==> src/rtl/return_stack_if.sv <==
// Bus between the control unit / PC path and the return-address stack.
// The master drives the call/return strobes; the stack returns top-of-stack and status.
interface return_stack_if #(
    parameter int WIDTH = 10,
    parameter int DEPTH = 16,
    parameter int CW    = $clog2(DEPTH + 1)
);
    logic             wesp;
    logic             push;
    logic             pop;
    logic [WIDTH-1:0] d_in;
    logic [WIDTH-1:0] d_out;
    logic             empty;
    logic             full;
    logic [CW-1:0]    count;
    logic             overflow;
    logic             underflow;

    modport master (
        output wesp, push, pop, d_in,
        input  d_out, empty, full, count, overflow, underflow
    );

    modport slave (
        input  wesp, push, pop, d_in,
        output d_out, empty, full, count, overflow, underflow
    );
endinterface

==> src/rtl/return_stack.sv <==
// Hardware return-address stack: push on call, zero-latency top-of-stack for return,
// occupancy tracking and sticky overflow/underflow debug flags.
module return_stack #(
    parameter int WIDTH = 10,
    parameter int DEPTH = 16
) (
    input  logic          clk,
    input  logic          reset,
    return_stack_if.slave bus
);
    localparam int              CW      = $clog2(DEPTH + 1);
    localparam int              AW      = (DEPTH > 1) ? $clog2(DEPTH) : 1;
    localparam logic [CW-1:0]   SP_FULL = CW'(DEPTH);
    localparam logic [CW-1:0]   SP_ONE  = CW'(1);

    logic [WIDTH-1:0] r_mem [DEPTH];
    logic [CW-1:0]    r_sp;
    logic             r_overflow;
    logic             r_underflow;

    logic             w_empty;
    logic             w_full;
    logic [CW-1:0]    w_top;
    logic [CW-1:0]    w_sp_nxt;
    logic [CW-1:0]    w_wr_idx;
    logic             w_we;
    logic             w_set_ovf;
    logic             w_set_unf;

    // Operation decode; push+pop replaces the top, or acts as a plain push when empty.
    always_comb begin
        w_empty   = (r_sp == {CW{1'b0}});
        w_full    = (r_sp == SP_FULL);
        w_top     = r_sp - SP_ONE;
        w_sp_nxt  = r_sp;
        w_wr_idx  = r_sp;
        w_we      = 1'b0;
        w_set_ovf = 1'b0;
        w_set_unf = 1'b0;
        if (bus.wesp) begin
            case ({bus.push, bus.pop})
                2'b10: begin
                    if (w_full) begin
                        w_set_ovf = 1'b1;
                    end else begin
                        w_we     = 1'b1;
                        w_sp_nxt = r_sp + SP_ONE;
                    end
                end
                2'b01: begin
                    if (w_empty) begin
                        w_set_unf = 1'b1;
                    end else begin
                        w_sp_nxt = w_top;
                    end
                end
                2'b11: begin
                    w_we = 1'b1;
                    if (w_empty) begin
                        w_sp_nxt = r_sp + SP_ONE;
                    end else begin
                        w_wr_idx = w_top;
                    end
                end
                default: begin
                    w_we = 1'b0;
                end
            endcase
        end else begin
            w_we = 1'b0;
        end
    end

    // Stack pointer and sticky error flags.
    always_ff @(posedge clk) begin
        if (reset) begin
            r_sp        <= {CW{1'b0}};
            r_overflow  <= 1'b0;
            r_underflow <= 1'b0;
        end else begin
            r_sp        <= w_sp_nxt;
            r_overflow  <= r_overflow | w_set_ovf;
            r_underflow <= r_underflow | w_set_unf;
        end
    end

    // Entry storage is deliberately not reset; a write in the reset cycle is dropped.
    always_ff @(posedge clk) begin
        if (!reset && w_we) begin
            r_mem[w_wr_idx[AW-1:0]] <= bus.d_in;
        end
    end

    // Top-of-stack read path: depends only on sp and stored entries.
    always_comb begin
        if (w_empty) begin
            bus.d_out = {WIDTH{1'b0}};
        end else begin
            bus.d_out = r_mem[w_top[AW-1:0]];
        end
    end

    assign bus.empty     = w_empty;
    assign bus.full      = w_full;
    assign bus.count     = r_sp;
    assign bus.overflow  = r_overflow;
    assign bus.underflow = r_underflow;
endmodule

==> src/flat_wrapper.sv <==
// flat-port wrapper written by rule: the top's interface ports become plain ports
module return_stack_flat 
#(
    parameter int WIDTH = 10,
    parameter int DEPTH = 16
)
  (clk, reset, bus_wesp, bus_push, bus_pop, bus_d_in, bus_d_out, bus_empty, bus_full, bus_count, bus_overflow, bus_underflow);
  return_stack_if #(.WIDTH(WIDTH), .DEPTH(DEPTH)) bus_i ();
  input  logic clk;
  input  logic reset;
  input wire logic [$bits(bus_i.wesp)-1:0] bus_wesp;
  input wire logic [$bits(bus_i.push)-1:0] bus_push;
  input wire logic [$bits(bus_i.pop)-1:0] bus_pop;
  input wire logic [$bits(bus_i.d_in)-1:0] bus_d_in;
  output wire logic [$bits(bus_i.d_out)-1:0] bus_d_out;
  output wire logic [$bits(bus_i.empty)-1:0] bus_empty;
  output wire logic [$bits(bus_i.full)-1:0] bus_full;
  output wire logic [$bits(bus_i.count)-1:0] bus_count;
  output wire logic [$bits(bus_i.overflow)-1:0] bus_overflow;
  output wire logic [$bits(bus_i.underflow)-1:0] bus_underflow;
  assign bus_i.wesp = bus_wesp;
  assign bus_i.push = bus_push;
  assign bus_i.pop = bus_pop;
  assign bus_i.d_in = bus_d_in;
  assign bus_d_out = bus_i.d_out;
  assign bus_empty = bus_i.empty;
  assign bus_full = bus_i.full;
  assign bus_count = bus_i.count;
  assign bus_overflow = bus_i.overflow;
  assign bus_underflow = bus_i.underflow;
  return_stack #(.WIDTH(WIDTH), .DEPTH(DEPTH)) u_core (.clk(clk), .reset(reset), .bus(bus_i));
endmodule
==> config.mk <==
export PLATFORM = sky130hd
export DESIGN_NAME = return_stack_flat
export DESIGN_NICKNAME = d
export VERILOG_FILES = /design/src/rtl/return_stack_if.sv /design/src/rtl/return_stack.sv /design/src/flat_wrapper.sv
export SDC_FILE = /design/constraint.sdc
export NUM_CORES = 1
export LEC_CHECK = 0
export CORE_ASPECT_RATIO = 1.25
export CORE_UTILIZATION = 25
export CTS_BUF_LIST = sky130_fd_sc_hd__clkbuf_4 sky130_fd_sc_hd__clkbuf_8 sky130_fd_sc_hd__clkbuf_16
export DETAILED_ROUTE_END_ITERATION = 16
export PLACE_DENSITY_LB_ADDON = 0.3
export SYNTH_ARGS = -nofsm -noshare
export SYNTH_HDL_FRONTEND = slang
export SYNTH_SLANG_ARGS = --single-unit
==> constraint.sdc <==
create_clock -name clk -period 4.6 [get_ports clk]
set_clock_uncertainty 0.2 [all_clocks]
set_input_delay 0.69 -clock clk [delete_from_list [all_inputs] [get_ports clk]]
set_output_delay 0.69 -clock clk [all_outputs]
set_load 0.05 [all_outputs]
Word level (Yosys, flattened, before mapping)
Memory sizes are Yosys's and may differ from the RTL's. Index checks and enable logic that the tools add are counted.

Bits in registers: 7. Memories: 1. Output and inout bits: 19. Logic and storage cells: 37. RAM bits: 160.

Mux-type cells: 18. $add $sub $neg: 2. Bitwise operators: 2. Reduce and logical (&&, ||, !) cells: 5. Equal/unequal tests: 6.

Memory list: u_core.r_mem (words 16, bits a word 10, read ports 1, clocked after memory_dff 0, wr ports 1, line return_stack.sv:16) `logic [WIDTH-1:0] r_mem [DEPTH];`.

Operators with widths (number): 5-bit 2-to-1 mux (3); 5-bit one-hot mux with 3 select lines (1); 1-bit 2-to-1 mux (10); 10-bit 2-to-1 mux (1); 4-bit 2-to-1 mux (2); 5-bit by 1-bit adder with 5-bit output (second input constant) (1); 5-bit equality test (second input constant) (1); 5-bit logical NOT (1); 5-bit by 1-bit subtractor with 5-bit output (second input constant) (1); 2-bit equality test (second input constant) (2); 2-bit != test (second input constant) (2); 4-bit AND reduction (1); 3-bit nonzero test (1); 2-bit by 1-bit equality test with 1-bit output (second input constant) (1); 1-bit bitwise OR (2); 1-bit one-hot mux with 2 select lines (1); 1-bit logical AND (1); 1-bit logical NOT (1).

Longest topological paths before layout
Word-level depth: 7. Depth in mapped cells: 11.

Least setup slack after synthesis
OpenSTA, ideal clock, no wires.

Path type: flip-flop to output port. Start: register u_core.r_sp[0], in the netlist u_core.bus.count[0]. End: output port bus_d_out[0]. Data required time: 3.710 ns. Stages on the path, launching flop included: 10. Buffers on the path: 4. Arrival time: 3.470 ns. Path slack: 0.240 ns. Cell sequence: dfxtp_1 -> buf_2 -> buf_2 -> inv_1 -> ha_1 -> buf_2 -> xor2_1 -> buf_1 -> nand2_1 -> o22ai_1.

Cells in the longest elaborated chain, start to end: 3.

Ends and longest elaborated chain: from (decl) (line return_stack.sv:17) `logic [CW-1:0] r_sp;`; from (signal assigned) (line return_stack.sv:77) `r_sp <= {CW{1'b0}};`; from (signal assigned) (line return_stack.sv:81) `r_sp <= w_sp_nxt;`; 5-bit by 1-bit subtractor with 5-bit output (line return_stack.sv:34) `w_top = r_sp - SP_ONE;`; memory 16 x 10 bit; 10-bit 2-to-1 mux (*) (line return_stack.sv:96) `if (w_empty) begin`; to (decl) (line flat_wrapper.sv:15) `output wire logic [$bits(bus_i.d_out)-1:0] bus_d_out;`.

Mark *: on every way between the ends. The rest lies on a longest branch, timed or not.

Worst setup path after layout
Same ends and word-level chain as after synthesis.

==> metrics.cfg <==
[timing]
rsz0062_at_grt=false
min_period_ns=4.16
final_max_slew_viol_count=0
worst-slew-pin-transition_ns=1.30
worst_hold_slack_ns=0.283
finalHoldViolCount=0
setup_violations=0
max_freq_mhz=240
min_period_over_period_pct=90.5
relSlewSlack_pct=13.0
fin_setup_tns_ns=0

[pwr]
p_leak_nw=2.63
p_per_area_nw_per_um2=462
ir_drop_mv=0.159

[flow_run]
max_cap_violations=0

[setup_path]
cp.arrival_ns=3.27
start_kind=register
crit_fanout=27
worst_setup_path_end_kind=output port
r2r_setup_slack_ns=0.69
r2r_cells=8
rr_startpoint=u_core.bus.count[0]
cp.required_ns=3.71
critPathKind=register to output port
r2r-end=u_core.r_mem[7][4]

[finish]
drive_above_1_share_pct=26.4
diodes=0
area_delta_synth_final_pct=21.5
fin_nets=449
final_util_pct=30.8

[logic_synthesis]
synth_area_um2=6980
yosysWarnings=0
seq_area_frac_synth_pct=70.9
synth_nets=402
synth_common_cells=edfxtp_1 (160), mux4_2 (40), nor2_1 (26)
synth.most_common_cell=edfxtp_1
synth-seq-cells=167
synth.distinct_cells=46
synth.largest_area_cell=edfxtp_1
synth_area_leaders=edfxtp_1 (69%), mux4_2 (13%), mux2i_1 (3.0%)
async_flop_share_pct=0
synth.top_cell.area_share_pct=68.9
synth-main-ff-cell=edfxtp_1
synth_enable_flop_cells=160
synth_cells=384
avgSynthCellArea_um2=18.2

[clocking]
cts_root_buffer=clkbuf_16
tritoncts=done
clock_latency_ns=0.41
cts_inserted_buffers=17
clk_pin_slew_ns=0.06
clockBufferDepth=2
ctsHoldBuffers=0
clock_sink_count=167
post_cts_resized=0
cts_setup_buffers=0
htree_levels=4

[hold_path]
min_to=u_core.bus.underflow
holdPathStages=2
holdCritPathClass=register to register
hp-start=u_core.bus.underflow

[drt]
wirelength_mm=16.0
drtPass1Iterations=4
viasPerCell=4.68
drtAntennaViolNets=0
drc=0
wl_per_cell_um=20.2
drt_iter0_markers=403
vias=3708

[floorplan]
start_util_pct=25.3
die_h_um=189
fp.dieArea_um2=28600
row_count=68
fp.dieW_um=151
ios=34
core_region_area_um2=27600

[grt]
grt_usage_pct=12.0
grt_pass1_vias=3832
grt_max_degree=28
overflow=0
grt_pass1_wl_mm=24.3
antenna_found_initial=0

[placement]
gp_congestion=0.776
portBuffers=33
dp_hpwl_mm=9.93

[status]
status=finished, final reports clean

worst max path at each step:
stage	startpoint	end	slack, ns	cells past startpoint
after floorplan	u_core.bus.count[0]	bus_d_out[0]	0.24	9
after global placement	bus_push	u_core.r_mem[6][3]	0.48	6
after detailed placement	bus_push	u_core.r_mem[6][3]	0.45	6
after CTS	u_core.bus.count[0]	bus_d_out[1]	0.30	7
after global routing	u_core.bus.count[0]	bus_d_out[0]	0.12	7
final	u_core.bus.count[0]	bus_d_out[0]	0.44	7
flip-flops by register name (all words and copies together), names as in the netlist:
name,count
u_core.bus.underflow,1
u_core.bus.overflow,1
u_core.bus.count,5
u_core.r_mem,160
power by group:
group	total [mW]	switching, mW	internal [mW]
registers	1.71	0.0295	1.68
logic	0.816	0.449	0.367
clock network	1.39	0.584	0.802
total	3.91	1.06	2.85
per-stage QoR:
stage | setup WS, ns | instance area, µm² | instances | total power, mW
finish | 0.437 | 8480 | 793 | 3.91
global route | 0.119 | 8480 | 793 | 4.07
CTS | 0.297 | 8480 | 793 | 3.97
detailed placement | 0.449 | 7900 | 762 | 2.58
global placement | 0.479 | 7900 | 762 | 2.57
floorplan | 0.240 | 6980 | 384 | 2.27
critical path, stage by stage, from the launching register on:
cell	delay [ns]
dfxtp_4	0.66
inv_1	0.27
ha_2	0.79
buf_12	0.27
mux4_2	0.33
mux2i_1	0.18
o22ai_1	0.16
buf_12	0.19
layer usage:
metal  wire length (µm)  share of wire (%)  track usage (%)
met1               7060                 44             15.7
met2               8120                 51             19.3
met3                689                4.3             2.78
met4                182                1.1             4.04
met5                  0                  0                0
kinds of logic (layout without fill, tap and decap cells):
group / count (synthesis) / in the layout / synth area share (%)
compound gates: 44 / 44 / 4.03
xor+xnor: 6 / 6 / 0.753
fa+ha+maj: 3 / 3 / 0.538
buf+inv: 30 / 89 / 2.30
flops: 167 / 167 / 70.9
mux: 61 / 61 / 15.9
simple gates: 73 / 73 / 5.59
area by class of cell:
| cell class | count | area (µm²) |
|---|---|---|
| sequential | 167 | 4950 |
| timing repair buffer | 52 | 586 |
| clock inverter | 14 | 154 |
| tap | 350 | 438 |
| inverter | 6 | 35.0 |
| clock buffer | 17 | 425 |
| fill | 2695 | 19100 |
| multi-input combinational | 187 | 1890 |
cell usage in the layout, fill, tap and decap left out, types with 2 or more instances in the layout:
master           instances
a21oi_1                  7
a31oi_1                  8
buf_12                  11
buf_4                   18
bufinv_16                2
clkbuf_16               17
clkdlybuf4s50_1         23
clkinv_2                 3
clkinv_4                 5
clkinvlp_4               2
dfxtp_1                  6
edfxtp_1               160
ha_1                     2
inv_1                    5
mux2i_1                 21
mux4_2                  40
nand2_1                 13
nand2b_1                 3
nand3_1                  6
nand4_1                  2
nor2_1                  26
nor2b_1                  2
nor3_1                   3
nor3_2                   7
o21ai_0                  7
o22ai_1                 10
o31ai_1                  3
xnor2_1                  5
Power figures use the tool's default switching activity.
